==> config.mk <==
export PLATFORM = sky130hd
export DESIGN_NAME = ifu_fetch
export DESIGN_NICKNAME = d
export VERILOG_FILES = /design/src/rtl/ifu_fetch.sv
export SDC_FILE = /design/constraint.sdc
export NUM_CORES = 1
export LEC_CHECK = 0
export CORE_MARGIN = 5
export CORE_UTILIZATION = 43
export CTS_BUF_LIST = sky130_fd_sc_hd__clkbuf_2
export DETAILED_ROUTE_END_ITERATION = 8
export PLACE_DENSITY = 0.79
export SETUP_SLACK_MARGIN = 0.2
export SYNTH_ARGS = -nofsm -noshare
export SYNTH_HDL_FRONTEND = slang
export SYNTH_SLANG_ARGS = --single-unit
==> constraint.sdc <==
create_clock -name clk -period 2.21 [get_ports clk]
set_clock_uncertainty 0.15 [all_clocks]
set_input_delay 0.3315 -clock clk [delete_from_list [all_inputs] [get_ports clk]]
set_output_delay 0.3315 -clock clk [all_outputs]
set_load 0.02 [all_outputs]
==> src/rtl/ifu_fetch.sv <==
// Instruction-fetch stage: owns the fetch PC, reads instruction memory
// and hands {inst, pc} to decode over a valid/ready handshake.
module ifu_fetch #(
  parameter logic [31:0] RESET_PC = 32'h8000_0000,
  parameter int          XLEN     = 32
) (
  input  logic            clk,
  input  logic            rst,
  input  logic            redirect_valid,
  input  logic [XLEN-1:0] redirect_pc,
  output logic            req_valid,
  input  logic            req_ready,
  output logic [XLEN-1:0] req_addr,
  input  logic            rsp_valid,
  input  logic [XLEN-1:0] rsp_data,
  input  logic            rsp_err,
  output logic            valid_next,
  input  logic            ready_next,
  output logic [XLEN-1:0] inst,
  output logic [XLEN-1:0] pc,
  output logic            fetch_fault,
  output logic [31:0]     fetch_cnt
);

  typedef enum logic [1:0] {
    S_REQ  = 2'd0,
    S_WAIT = 2'd1,
    S_OUT  = 2'd2
  } state_e;

  state_e          state_q, state_d;
  logic [XLEN-1:0] fetch_pc_q, fetch_pc_d;
  logic            drop_q, drop_d;
  logic [XLEN-1:0] inst_q, inst_d;
  logic [XLEN-1:0] pc_q, pc_d;
  logic            fault_q, fault_d;
  logic [31:0]     cnt_q, cnt_d;
  logic [XLEN-1:0] aligned_pc;

  // fetch_pc keeps redirect low bits; alignment happens on the way out
  assign aligned_pc  = {fetch_pc_q[XLEN-1:2], 2'b00};
  assign req_addr    = aligned_pc;
  assign req_valid   = (state_q == S_REQ) && !rst;
  assign valid_next  = (state_q == S_OUT);
  assign inst        = inst_q;
  assign pc          = pc_q;
  assign fetch_fault = fault_q;
  assign fetch_cnt   = cnt_q;

  // Next-state logic for the request / wait / output sequence
  always_comb begin
    state_d    = state_q;
    fetch_pc_d = fetch_pc_q;
    drop_d     = drop_q;
    inst_d     = inst_q;
    pc_d       = pc_q;
    fault_d    = fault_q;
    cnt_d      = cnt_q;
    unique case (state_q)
      S_REQ: begin
        if (redirect_valid)
          fetch_pc_d = redirect_pc;
        if (req_ready) begin
          state_d = S_WAIT;
          drop_d  = redirect_valid;
        end
      end
      S_WAIT: begin
        if (redirect_valid)
          fetch_pc_d = redirect_pc;
        if (rsp_valid) begin
          if (drop_q || redirect_valid) begin
            drop_d  = 1'b0;
            state_d = S_REQ;
          end else begin
            inst_d  = rsp_data;
            pc_d    = aligned_pc;
            fault_d = rsp_err;
            state_d = S_OUT;
          end
        end else if (redirect_valid) begin
          drop_d = 1'b1;
        end
      end
      S_OUT: begin
        if (redirect_valid) begin
          fetch_pc_d = redirect_pc;
          state_d    = S_REQ;
        end else if (ready_next) begin
          fetch_pc_d = fetch_pc_q + XLEN'(4);
          cnt_d      = cnt_q + 32'd1;
          state_d    = S_REQ;
        end
      end
      default: state_d = S_REQ;
    endcase
  end

  // State registers with synchronous reset
  always_ff @(posedge clk) begin
    if (rst) begin
      state_q    <= S_REQ;
      fetch_pc_q <= RESET_PC[XLEN-1:0];
      drop_q     <= 1'b0;
      inst_q     <= '0;
      pc_q       <= '0;
      fault_q    <= 1'b0;
      cnt_q      <= '0;
    end else begin
      state_q    <= state_d;
      fetch_pc_q <= fetch_pc_d;
      drop_q     <= drop_d;
      inst_q     <= inst_d;
      pc_q       <= pc_d;
      fault_q    <= fault_d;
      cnt_q      <= cnt_d;
    end
  end

endmodule

# ---- Word level (Yosys, flattened, before mapping)
# Index checks and enable logic that the tools add are counted.
dict set report word_totals {
  elab_cells 46
  input_bits 71
  reg_bits 130
}
dict set report op_classes {
  addsub 2
  reduce_logical 12
  muxes 15
  eq_ne 8
  bitwise 2
}
# op count
set op_table {}
lappend op_table {{2-to-1 mux 32 bit} 3}
lappend op_table {{case mux 32 bit (2 select lines)} 1}
lappend op_table {{adder 32 x 1 -> 32 bit, second input constant} 1}
lappend op_table {{adder 32 x 3 -> 32 bit, second input constant} 1}
lappend op_table {{AND reduction 3 bit} 4}
lappend op_table {{2-to-1 mux 2 bit} 5}
lappend op_table {{!= test 3 bit, second input constant} 2}
lappend op_table {{case mux 2 bit (3 select lines)} 1}
lappend op_table {{2-to-1 mux 1 bit} 4}
lappend op_table {{!= test 2 bit, second input constant} 2}
lappend op_table {{AND reduction 4 bit} 1}
lappend op_table {{nonzero test 2 bit} 2}
lappend op_table {{!= test 3 x 2 -> 1 bit, second input constant} 1}
lappend op_table {{== test 2 x 1 -> 1 bit, second input constant} 1}
lappend op_table {{== test 2 bit, second input constant} 1}
lappend op_table {{zero test 2 bit} 1}
lappend op_table {{!= test 2 x 1 -> 1 bit, second input constant} 1}
lappend op_table {{NOT 1 bit} 2}
lappend op_table {{case mux 1 bit (2 select lines)} 1}
lappend op_table {{OR reduction 2 bit} 1}
lappend op_table {{logical AND 1 bit} 1}
lappend op_table {{zero test 1 bit} 1}
lappend op_table {{logical OR 1 bit} 1}

# ---- Longest topological paths before layout
# Gate-level depths: netlist of run 1.
dict set report logic_depth {
  ltp_word 4
  mapped_depth 9
}

# ---- Worst setup path after synthesis of run 1
# No wires, ideal clock.
dict set report synth_timing {
  kind {register to register}
  from {register fetch_pc_q[2]}
  to {register fetch_pc_q[26]}
  required_ns 1.928
  t_arrival_ns 2.179
  setup_time_ns 0.132
  stages_incl_launch_ff 8
  period_less_slack_ns 2.461
  path_slack_ns -0.251
  cell_sequence {dfxtp_1 -> ha_1 -> nand4_1 -> or4_1 -> buf_2 -> or3_1 -> a211oi_1 -> a311oi_1}
}
dict set report synth_between {
  elab_chain_cells 4
}
# element line
set synth_lines {}
lappend synth_lines {{from (decl)} 32} ;# logic [XLEN-1:0] fetch_pc_q, fetch_pc_d;
lappend synth_lines {{from (signal assigned)} 103} ;# fetch_pc_q <= RESET_PC[XLEN-1:0];
lappend synth_lines {{from (signal assigned)} 111} ;# fetch_pc_q <= fetch_pc_d;
lappend synth_lines {{adder 32 x 3 -> 32 bit} 90} ;# fetch_pc_d = fetch_pc_q + XLEN'(4);
lappend synth_lines {{2-to-1 mux 32 bit} 89} ;# end else if (ready_next) begin
lappend synth_lines {{2-to-1 mux 32 bit} 86} ;# if (redirect_valid) begin
lappend synth_lines {{case mux 32 bit (2 select lines)} 59} ;# unique case (state_q)
# No other way between the ends. The select of a mux whose other input is x is not followed.
# A chain may end at the register's enable or synchronous reset.

# ---- Worst setup path in the final report of run 1
dict set report layout_timing {
  from {register fetch_pc_q[3]}
  to {register fetch_pc_q[26]}
}
# Same word-level chain as after synthesis.

==> flow_metrics.py, run 1 <==
metrics = {
    "run_status": {
        "status": "finished, final reports clean",
    },
    "final_layout": {
        "finish.utilization": 0.680,
        "drive_above_1_share": 0.240,
        "fill_cells": 1095,
        "stdcell_area_um2": 9080,
        "area_growth_pct": 54.2,
        "final_nets": 1119,
        "multi_input_area_um2": 3240,
        "register_area_um2": 2640,
        "layout_common_cells": "nand2_1 (178), dfxtp_1 (84), a21oi_1 (83)",
        "final_common_cell": "nand2_1",
    },
    "hold_path": {
        "hold_path_end": "fetch_pc_q[3]",
        "whs_path_depth": 3,
        "holdCritStartpoint": "redirect_pc[3]",
        "min-delay-path-class": "in2reg",
    },
    "setup_path": {
        "cp_max_fo": 5,
        "endpoint_kind": "register",
        "crit_chain": "ha_4 > nand4_1 > or4_4 > or3_4 > a211oi_2 > a311oi_1",
        "r2r-end": "fetch_pc_q[26]",
        "rr_worst_depth": 6,
        "startpoint_type": "register",
        "r2r_start": "fetch_pc_q[3]",
        "rrSetupSlack_ns": 0.1,
        "critPathMaxStageDelay_ns": 0.61,
        "cp_slowest_cell": "or4_4",
        "path_class": "reg2reg",
        "arrival_ns": 2.54,
        "required_ns": 2.64,
    },
    "grt": {
        "grt_pass1_wl_um": 32000,
        "grt_pass1_vias": 6366,
        "track_usage": 0.243,
        "grt_antenna_before_repair": 0,
        "grt_max_degree": 64,
        "overflow": 0,
    },
    "place": {
        "hpwl_um": 13900,
        "place_area_um2": 8470,
        "globalplace.congestion": 0.901,
        "numPortBuffers": 195,
    },
    "timing": {
        "fmax_ghz": 0.474,
        "rsz0062_at_grt": "yes",
        "setup_tns_ns": 0,
        "slew_headroom": 0.551,
        "tightest_slew_ns": 0.673,
        "slew_viol_final": 0,
        "fin_crit_ns": 2.11,
        "finalCritPeriodShare": 0.955,
        "hold_viol": 0,
        "setup_viol": 0,
    },
    "floorplan": {
        "io_pins": 202,
        "die_area_um2": 16100,
        "initial_core_util": 0.441,
        "core_um2": 13300,
        "dieHeight_um": 127,
        "rows": 42,
        "die-width_um": 127,
    },
    "logic_synthesis": {
        "yosys.area.top_type": "dfxtp_1",
        "ys_async_sr_fraction": 0,
        "synth_warnings": 0,
        "syn_inst": 770,
        "synth_cell_types": 52,
        "syn_avg_cell_area_um2": 7.65,
        "seq_area_frac_synth": 0.435,
        "synth_edf_count": 0,
        "synth_area_um2": 5890,
        "synth-seq-cells": 128,
        "synthTopCellsByArea": "dfxtp_1 (44%), nand2_1 (11%), a21oi_1 (7.2%), nor2_1 (3.8%), clkbuf_1 (3.4%)",
        "yosys_most_used_dff": "dfxtp_1",
        "synth_top_area_frac": 0.435,
    },
    "routing": {
        "antenna_left": 0,
        "dr.pass1.iters": 6,
        "drt_iter0_drc": 636,
        "route.detailed.drc": 0,
        "vias": 6761,
        "routed_via_density": 5.47,
        "drt-total-wl_um": 20600,
        "wl_per_cell_um": 16.6,
    },
    "power_and_ir_drop": {
        "leakagePower_nw": 3.69,
        "pwr-share-comb": 0.157,
        "clkPwrFrac": 0.323,
        "ir_worst_vdd_mv": 0.537,
        "switching_share": 0.281,
        "intPower_mw": 3.35,
        "p_switching_mw": 1.31,
        "seqPwrFrac": 0.520,
        "p_per_area_nw_per_um2": 513,
        "totalPowerFinal_mw": 4.66,
    },
    "clock_tree": {
        "h-tree-depth": 4,
        "cts_tree": "done",
        "clock_sinks": 128,
        "cts_buffers": 17,
        "clockBufferDepth": 2,
        "cts_root_buffer": "clkbuf_2",
        "clk_pin_slew_ns": 0.20,
        "clk_latency_ns": 0.69,
    },
    "job": {
        "maxCapViolCount": 0,
    },
}
-- through the flow --
| step | setup slack (ns) | cells | hold slack (ns) |
|---|---|---|---|
| 2_1_floorplan | 0.0578 | 773 | 0.318 |
| 3_3_place_gp | -0.150 | 1159 | 0.291 |
| 5_1_grt | 0.0516 | 1235 | 0.00530 |
| 4_1_cts | 0.0535 | 1225 | 0.00157 |
| 6_report | 0.0989 | 1236 | 0.0573 |
| 3_5_place_dp | -0.166 | 1159 | 0.298 |
-- synthesized netlist by cell type, drive strengths merged, types with 2 or more instances --
cell type    n
and2         6
a21o         2
buf          9
and4        12
nand3       28
o31ai        3
xor2         9
a211oi       7
nand4       24
a32o         6
or4          4
a31oi        8
nor4        10
inv          9
nor2b        3
or3b         2
a22oi        4
dfxtp      128
o21ai       30
nor3        17
nand2      180
a22o         2
o22ai        3
nor3b        2
clkbuf      53
a21oi       85
a311oi       4
ha           2
or3          7
mux2i        8
and3         9
xnor2       18
o41ai        2
o211ai       2
nor2        59
-- final cells by class --
type | instances | share of cell area
clock inverters | 12 | 0.0157
multi-input cells | 576 | 0.357
clock buffers | 20 | 0.0110
flip-flops and latches | 128 | 0.291
inverters | 9 | 0.00372
diodes | 1 | 0.000276
well taps | 176 | 0.0243
repair buffers | 314 | 0.297
-- flip-flops by register name (all words and copies together), names as in the netlist --
| signal | cells |
|---|---|
| state_q | 2 |
| fetch_cnt | 32 |
| inst | 32 |
| fetch_pc_q | 30 |
| pc | 30 |
| fetch_fault | 1 |
| drop_q | 1 |
-- per-layer routing --
metal	global-route usage	vias up	share of wire
met4	0.0688	0	0.019
met3	0.0851	37	0.10
met2	0.402	321	0.48
li1	-	3237	-
met1	0.300	3166	0.40
met5	0	-	0
-- critical path: cells and delay by family, from the launching register on --
family | cells | cell delay, ns
AO/OA/AOI/OAI | 2 | 0.23
AND/OR/NAND/NOR | 3 | 1.09
adder cells (fa/ha/maj) | 1 | 0.13
flip-flops | 1 | 0.40
-- power groups by stage --
stage / Combinational (mW) / Sequential (mW) / Clock [mW]
4_1_cts: 0.711 / 2.42 / 1.53
2_1_floorplan: 0.236 / 2.54 / 0
5_1_grt: 0.786 / 2.43 / 1.64
6_report: 0.733 / 2.42 / 1.50
3_3_place_gp: 0.686 / 2.47 / 0
3_5_place_dp: 0.688 / 2.47 / 0
-- worst max path at each step --
stage,from,to,slack [ns],depth (start not counted)
final,fetch_pc_q[3],fetch_pc_q[26],0.1,6
after global routing,fetch_pc_q[3],fetch_pc_q[26],0.05,6
after CTS,state_q[1],valid_next,0.05,3
after detailed placement,redirect_valid,fetch_pc_q[2],-0.17,5
after global placement,redirect_valid,fetch_pc_q[2],-0.15,5
after floorplan,fetch_pc_q[3],fetch_pc_q[26],0.06,7
-- logic make-up after synthesis --
logic type | count (synthesis) | synth area share
other | 1 | 0.000637
DFF | 128 | 0.435
xor gates and xnor gates | 27 | 0.0402
adders and majority gates | 2 | 0.00425
muxes | 8 | 0.0136
and+or+nand+nor | 367 | 0.290
buffers and inverters | 71 | 0.0491
AOI/OAI and AO/OA | 166 | 0.167
-- repair_timing --
item	CTS	global route
endpoints found under the hold margin	62	0
hold buffers	29	0
endpoints found under the setup margin	141	110
gates resized for setup	254	121
pin swaps	6	4
gates cloned	0	2
buffers inserted	5	8
Power figures use the tool's default switching activity.
==> inputs of run 2 (changes only) <==
--- a/config.mk
+++ b/config.mk
@@ -6,11 +6,11 @@
 export NUM_CORES = 1
 export LEC_CHECK = 0
 export CORE_MARGIN = 5
-export CORE_UTILIZATION = 43
+export CORE_UTILIZATION = 24
 export CTS_BUF_LIST = sky130_fd_sc_hd__clkbuf_2
 export DETAILED_ROUTE_END_ITERATION = 8
-export PLACE_DENSITY = 0.79
 export SETUP_SLACK_MARGIN = 0.2
+export SKIP_CTS_REPAIR_TIMING = 1
 export SYNTH_ARGS = -nofsm -noshare
 export SYNTH_HDL_FRONTEND = slang
 export SYNTH_SLANG_ARGS = --single-unit
==> run 2 against run 1 <==
The run now ends with setup timing left. Utilization down 28 points. Power down 0.55%. First-iteration DRC count down 30%. Sequential power about the same. Worst hold slack better by 0.010 ns. Combinational power up 3.7%. Non-clock buffer count up 6. Global-route usage down 9.9 points. Critical endpoint unchanged. Largest cell class unchanged.
==> flow_metrics.py, run 2 (synthesis gave the netlist of run 1 again) <==
metrics = {
    "run_status": {
        "status": "complete, but fails checks",
        "violations": "setup timing",
    },
    "final_layout": {
        "area_growth_pct": 66.5,
        "drive_above_1_share": 0.216,
        "stdcell_area_um2": 9800,
        "layout_common_cells": "nand2_1 (178), dfxtp_1 (97), dlymetal6s2s_1 (93)",
        "final_nets": 1123,
        "final_common_cell": "nand2_1",
        "finish.utilization": 0.404,
        "fill_cells": 2517,
        "stdcell_count": 1388,
    },
    "floorplan": {
        "core_um2": 24200,
        "initial_core_util": 0.243,
        "rows": 57,
        "die-width_um": 167,
        "die_area_um2": 27800,
        "dieHeight_um": 167,
        "io_pins": 202,
    },
    "timing": {
        "fin_crit_ns": 2.23,
        "finalCritPeriodShare": 1.01,
        "setup_viol": 2,
        "finalWorstSetupSlack_ns": -0.0182,
        "slew_headroom": 0.505,
        "hold_viol": 0,
        "fmax_ghz": 0.449,
        "rsz0062_at_grt": "yes",
        "tightest_slew_ns": 0.742,
        "slew_viol_final": 0,
    },
    "clock_tree": {
        "clk_pin_slew_ns": 0.23,
        "cts_buffers": 17,
        "clock_sinks": 128,
        "cts_tree": "done",
        "cts_root_buffer": "clkbuf_2",
        "clockBufferDepth": 2,
        "h-tree-depth": 4,
        "clk_latency_ns": 0.69,
    },
    "job": {
        "maxCapViolCount": 0,
    },
    "routing": {
        "routed_via_density": 4.81,
        "drt-total-wl_um": 22100,
        "antenna_left": 0,
        "route.detailed.drc": 0,
        "wl_per_cell_um": 16.0,
        "drt_iter0_drc": 445,
        "vias": 6676,
        "dr.pass1.iters": 5,
    },
    "setup_path": {
        "cp_max_fo": 6,
        "critPathMaxStageDelay_ns": 0.66,
        "cp_top_family": "simple AND/OR/NAND/NOR gates",
        "rr_worst_depth": 6,
        "r2r_start": "fetch_pc_q[3]",
        "arrival_ns": 2.67,
        "crit_chain": "ha_4 > nand4_1 > or4_4 > or3_4 > a211oi_2 > a311oi_2",
        "startpoint_type": "register",
        "required_ns": 2.65,
        "cp_slowest_cell": "or4_4",
        "endpoint_kind": "register",
        "path_class": "reg2reg",
        "r2r-end": "fetch_pc_q[26]",
        "crit_buf_inv": 0,
        "rrSetupSlack_ns": -0.02,
    },
    "hold_path": {
        "min-delay-path-class": "in2reg",
        "holdCritStartpoint": "rst",
        "hold_path_end": "fetch_pc_q[31]",
        "whs_path_depth": 4,
    },
    "power_and_ir_drop": {
        "pwr-share-comb": 0.164,
        "switching_share": 0.297,
        "ir_worst_vdd_mv": 0.260,
        "clkPwrFrac": 0.314,
        "leakagePower_nw": 5.31,
        "p_per_area_nw_per_um2": 472,
        "seqPwrFrac": 0.522,
        "p_switching_mw": 1.38,
        "intPower_mw": 3.25,
    },
    "grt": {
        "grt_max_degree": 63,
        "overflow": 0,
        "track_usage": 0.143,
        "grt_pass1_vias": 5978,
        "grt_antenna_before_repair": 2,
        "grt_pass1_wl_um": 32300,
    },
    "place": {
        "numPortBuffers": 195,
        "place_area_um2": 8690,
        "dpl.cell_count": 1305,
        "globalplace.congestion": 0.849,
        "hpwl_um": 15300,
    },
}
run 2: changes by cell type in the layout (fill, tap and decap cells not counted), sizes merged:
cell,before,now
clkdlybuf4s15,30,0
dlygate4sd3,29,36
dlygate4sd2,50,0
clkbuf,41,43
clkinv,5,10
buf,117,98
dlymetal6s2s,0,93
a21o,3,2
inv,9,10
or3b,3,2
clkinvlp,4,2
bufinv,3,2
run 2: area by class of cell:
cell class                 count  area, um^2  area share
clock buffer                  17        85.1     0.00868
timing repair buffer         320        3170       0.323
clock inverter                15         145      0.0148
multi-input combinational    574        3340       0.341
sequential                   128        2620       0.267
tap                          324         405      0.0413
antenna                        1        2.50    0.000255
inverter                       9        33.8     0.00345
run 2: worst min-delay path, cell delays in order:
cell     delay [ns]
buf_4          0.13
or4_1          0.14
o31ai_1        0.07
nor3_1         0.16
run 2: worst max path at each step:
stage                               from        endpoint  slack [ns]  depth (start not counted)
after floorplan            fetch_pc_q[3]  fetch_pc_q[26]        0.06                          7
after global placement    redirect_valid   fetch_cnt[30]       -0.25                          8
after detailed placement      ready_next   fetch_cnt[28]       -0.27                          8
after CTS                     state_q[1]       req_valid       -0.61                          4
after global routing       fetch_pc_q[3]  fetch_pc_q[26]       -0.09                          6
final                      fetch_pc_q[3]  fetch_pc_q[26]       -0.02                          6
run 2: metal layers:
layer,vias up,GRT usage,share of wire
met3,31,0.0562,0.083
met5,-,0,0.00059
met4,2,0.0384,0.020
met2,263,0.226,0.46
met1,3127,0.184,0.43
li1,3253,-,-
run 2: stage by stage:
step           worst slack, ns  TNS (ns)  power, mW  hold WS, ns
2_1_floorplan           0.0578         0       2.77        0.318
3_3_place_gp            -0.248    -10.03       3.17        0.291
3_5_place_dp            -0.272    -10.93       3.18        0.296
4_1_cts                 -0.612    -13.76       4.68       -0.268
5_1_grt                -0.0927    -0.211       4.88      0.00921
6_report               -0.0182   -0.0281       4.63       0.0673
run 2: power groups by stage:
stage / Combinational (mW) / Clock (mW) / Sequential [mW]
after floorplan: 0.236 / 0 / 2.54
final: 0.760 / 1.46 / 2.42
after global routing: 0.825 / 1.63 / 2.43
after detailed placement: 0.716 / 0 / 2.46
after global placement: 0.711 / 0 / 2.46
after CTS: 0.719 / 1.54 / 2.42
